### src/rtl/prior_req_capture_4_pkg.sv
// Shared widths and the 4-input priority encoder used by the capture stage.
package prior_req_capture_4_pkg;

  localparam int ENC_W = 4;
  localparam int IDX_W = 2;

  // Returns {idx, valid}; bit 3 has the highest priority.
  function automatic logic [IDX_W:0] prior_enc4(input logic [ENC_W-1:0] req);
    logic [IDX_W-1:0] idx;
    idx = 2'b00;
    if (req[3])      idx = 2'b11;
    else if (req[2]) idx = 2'b10;
    else if (req[1]) idx = 2'b01;
    return {idx, |req};
  endfunction

endpackage

### src/rtl/prior_req_capture_4_sync_bit.sv
// Multi-flop synchroniser for one asynchronous request line.
module sync_bit #(
  parameter int STAGES = 2
) (
  input  logic clk,
  input  logic rst,
  input  logic d,
  output logic q
);

  logic [STAGES-1:0] chain;

  always_ff @(posedge clk) begin
    if (rst) chain <= '0;
    else     chain <= {chain[STAGES-2:0], d};
  end

  assign q = chain[STAGES-1];

endmodule

### src/rtl/prior_req_capture_4.sv
// Captures request edges as sticky pending bits and presents the highest-priority
// pending index through a registered valid/ready output.
module prior_req_capture_4
  import prior_req_capture_4_pkg::*;
#(
  parameter int SYNC_STAGES = 2  // legal range 2..4
) (
  input  logic             clk,
  input  logic             rst,
  input  logic [ENC_W-1:0] D,
  input  logic             ready,
  input  logic             ovf_clr,
  output logic             x,
  output logic             y,
  output logic             V,
  output logic [ENC_W-1:0] pending,
  output logic [ENC_W-1:0] ovf
);

  logic [ENC_W-1:0] s;
  logic [ENC_W-1:0] prev;
  logic [ENC_W-1:0] set;
  logic [ENC_W-1:0] clr;
  logic [ENC_W-1:0] m;
  logic [IDX_W:0]   enc;
  logic             acc;
  logic             load;

  for (genvar g = 0; g < ENC_W; g++) begin : g_sync
    sync_bit #(.STAGES(SYNC_STAGES)) u_sync (
      .clk (clk),
      .rst (rst),
      .d   (D[g]),
      .q   (s[g])
    );
  end

  // prev resets low, so a line held high through reset yields exactly one event.
  always_ff @(posedge clk) begin
    if (rst) prev <= '0;
    else     prev <= s;
  end

  assign set  = s & ~prev;
  assign acc  = V & ready;
  assign clr  = acc ? (ENC_W'(1) << {x, y}) : '0;
  assign m    = pending & ~clr;
  assign enc  = prior_enc4(m);
  assign load = ~V | acc;

  // set is OR-ed after the clear, so a same-cycle re-arm keeps the bit pending.
  always_ff @(posedge clk) begin
    if (rst) begin
      pending <= '0;
      ovf     <= '0;
    end else begin
      pending <= (pending & ~clr) | set;
      ovf     <= (ovf & ~{ENC_W{ovf_clr}}) | (set & pending & ~clr);
    end
  end

  // No preemption: a presented index holds until it is accepted.
  always_ff @(posedge clk) begin
    if (rst) begin
      x <= 1'b0;
      y <= 1'b0;
      V <= 1'b0;
    end else if (load) begin
      {x, y} <= enc[IDX_W:1];
      V      <= enc[0];
    end
  end

endmodule

### config.mk
export PLATFORM = sky130hd
export DESIGN_NAME = prior_req_capture_4
export DESIGN_NICKNAME = d
export VERILOG_FILES = /design/src/rtl/prior_req_capture_4_pkg.sv /design/src/rtl/prior_req_capture_4_sync_bit.sv /design/src/rtl/prior_req_capture_4.sv
export SDC_FILE = /design/constraint.sdc
export NUM_CORES = 1
export LEC_CHECK = 0
export CAP_MARGIN = 20
export CORE_UTILIZATION = 25
export CTS_CLUSTER_SIZE = 8
export DETAILED_ROUTE_END_ITERATION = 16
export PLACE_DENSITY_LB_ADDON = 0.1
export SETUP_SLACK_MARGIN = 0.15
export SYNTH_ARGS = -nofsm -noshare
export SYNTH_HDL_FRONTEND = slang
export SYNTH_SLANG_ARGS = --single-unit
### constraint.sdc
create_clock -name clk -period 2 [get_ports clk]
set_input_delay 0.2 -clock clk [delete_from_list [all_inputs] [get_ports clk]]
set_output_delay 0.2 -clock clk [all_outputs]
set_load 0.01 [all_outputs]
==> flow_summary.ini <==
[grt]
grt_max_degree = 17
antenna_found_initial = 0
grt_pass1_wl_mm = 2.52
first_global_vias = 530
overflow = 0
gr-usage-all-layers_pct = 10.1

[clock_tree]
cts_setup_buffers = 0
cts_buffer_depth = 2
clkLatencyLatePin_ns = 0.31
cts_resized = 0
root_buffer = clkbuf_4
h-tree-depth = 1
hold_buffers = 0
cts_buffers = 3
clock-sinks = 23
clk_pin_slew_ns = 0.13
cts_tree = built

[yosys]
synth_warnings = 0
syn_avg_cell_area_um2 = 10.3
synth.net_count = 86
syn_area_um2 = 802
synth_cells = 78
ys_seq_area_share_pct = 57.4
yosysUniqueCellTypes = 22
synth-seq-cells = 23

[detailed_routing]
wl_mm = 1.55
wl_per_cell_um = 10.8
viasPerCell = 4.31
met1_length_um = 763
final_antenna_net_count = 0
drc_errors = 0
dr_wl_met2_um = 654
dr_total_vias = 617
drt_iter0_markers = 17
top_layer_used = met4
dr_wl_met3_um = 88
dr.pass1.iters = 4

[die]
io_pins = 19
core-area_um2 = 3050
initial_core_util_pct = 26.3
dieArea_um2 = 3440
die_h_um = 58.6
dieWidth_um = 58.6
std_cell_rows = 20

[critical_path]
path_cells = clkdlybuf4s50_1
rr_startpoint = y
ff2ff_path_depth = 3
crit_start = y
critical_path_arrival_ns = 1.39
crit_path_end_kind = output port
crit_path_top_delay_cell = clkdlybuf4s50_1
startpoint_type = flop
crit_fanout = 8
critPathKind = flop to output port
critical_path_required_ns = 1.80
ff2ff_setup_slack_ns = 0.80
critical-path-max-stage-delay_ns = 0.60
cp_num_buf_inv = 1
path_delay_family = buffers and inverters
r2r_end = ovf[2]

[place]
io_buffers = 18
place.gp.congestion = 0.688
dpl_worst_slack_ns = 0.565
place_area_um2 = 1050
dp.cells = 139
dp_hpwl_mm = 1.08

[min_path]
hold_depth = 2
hp-start = D[3]
min_path_type = input pin to flop
whs_endpoint = g_sync[3].u_sync.chain[0]

[sta]
fin_setup_tns_ns = 0
slew_violations = 0
hold_viol = 0
setup_ws_ns = 0.411
setup_viol = 0
fin_worst_skew_ns = 0.0116
max-slew-margin-rel_pct = 76.2
fin_crit_sh_pct = 79.4
rsz0062_at_grt = false
fin_crit_ns = 1.59
fmax_mhz = 629
tightest_slew_ns = 0.353

[finish]
drive_above_1_share_pct = 4.04
fin_util_pct = 35.2
area_growth_pct = 34.2
antennaDiodeCount = 0
layout.nets = 108
fin_cells = 143
postLayoutCellArea_um2 = 1080
final_common_cell = dfxtp_1
layout_common_cells = 23 x dfxtp_1, 18 x clkdlybuf4s50_1, 15 x nor2b_1
fillers = 331

[power_and_ir_drop]
switchingPower_uw = 194
p_clk_share_pct = 26.0
sequentialPowerShare_pct = 62.0
p_int_uw = 617
pwr-share-comb_pct = 12.0
irDropWorstVdd_mv = 0.240
cellLeakagePower_nw = 0.369
swShare_pct = 23.9
p_per_area_nw_per_um2 = 754

[flow_run]
maxCapViolations = 0

[status]
status = finished clean
## stage by stage
step / total power, mW / hold slack (ns)
6_report: 0.811 / 0.439
5_1_grt: 0.859 / 0.426
4_1_cts: 0.829 / 0.423
3_5_place_dp: 0.611 / 0.423
3_3_place_gp: 0.611 / 0.418
2_1_floorplan: 0.554 / 0.272
## flip-flops by register name (all words and copies together), names as in the netlist
signal / cells
g_sync.u_sync.chain: 8
y: 1
ovf: 4
x: 1
pending: 4
V: 1
prev: 4
## cells in the mapped netlist
cell	number	area share, %
a211oi_1	1	0.94
a21o_1	1	0.94
a21oi_1	6	3.7
a311oi_1	1	1.1
a41oi_1	1	1.1
and4b_1	1	1.2
clkbuf_1	2	0.94
dfxtp_1	23	57
inv_1	2	0.94
mux2i_1	1	1.2
nand2_1	3	1.4
nand2b_1	8	6.2
nand4_1	1	0.78
nand4b_1	3	3.3
nor2_1	3	1.4
nor2b_1	15	12
o211ai_1	1	0.94
o21a_1	1	0.94
o21ai_0	1	0.62
o311ai_0	1	1.1
o31ai_1	1	0.94
o32ai_1	1	1.1
## power groups by stage
stage	logic (mW)	clock network (mW)	registers (mW)
3_3_place_gp	0.0975	0	0.514
6_report	0.0975	0.211	0.503
4_1_cts	0.0987	0.228	0.503
5_1_grt	0.107	0.245	0.507
3_5_place_dp	0.0979	0	0.514
2_1_floorplan	0.0406	0	0.514
## how the worst max path moves through the flow
stage	endpoint	slack, ns	cells after the start
final	y	0.41	1
after global routing	x	0.34	1
after CTS	y	0.39	1
after detailed placement	y	0.57	4
after global placement	y	0.58	4
after floorplan	ovf[2]	0.88	3
## cell type report
type / count / area, um^2 / area share, %
tap: 44 / 55.1 / 5.12
multi-input combinational: 51 / 327 / 30.3
clock buffer: 4 / 26.3 / 2.44
timing repair buffer: 19 / 200 / 18.6
sequential: 23 / 460 / 42.8
inverter: 2 / 7.51 / 0.698
## per-layer routing
metal  vias to the layer above  global-route usage [%]
li1                        317                       -
met2                        18                    14.3
met4                         0                    7.14
met1                       277                    13.3
met3                         5                    2.86
met5                         -                       0
## cell families after synthesis
group,Yosys count,synth area share [%]
DFF,23,57.4
muxes,1,1.25
and+or+nand+nor,34,26.1
AOI/OAI and AO/OA,16,13.4
buffers and inverters,4,1.87
Power figures use the tool's default switching activity.
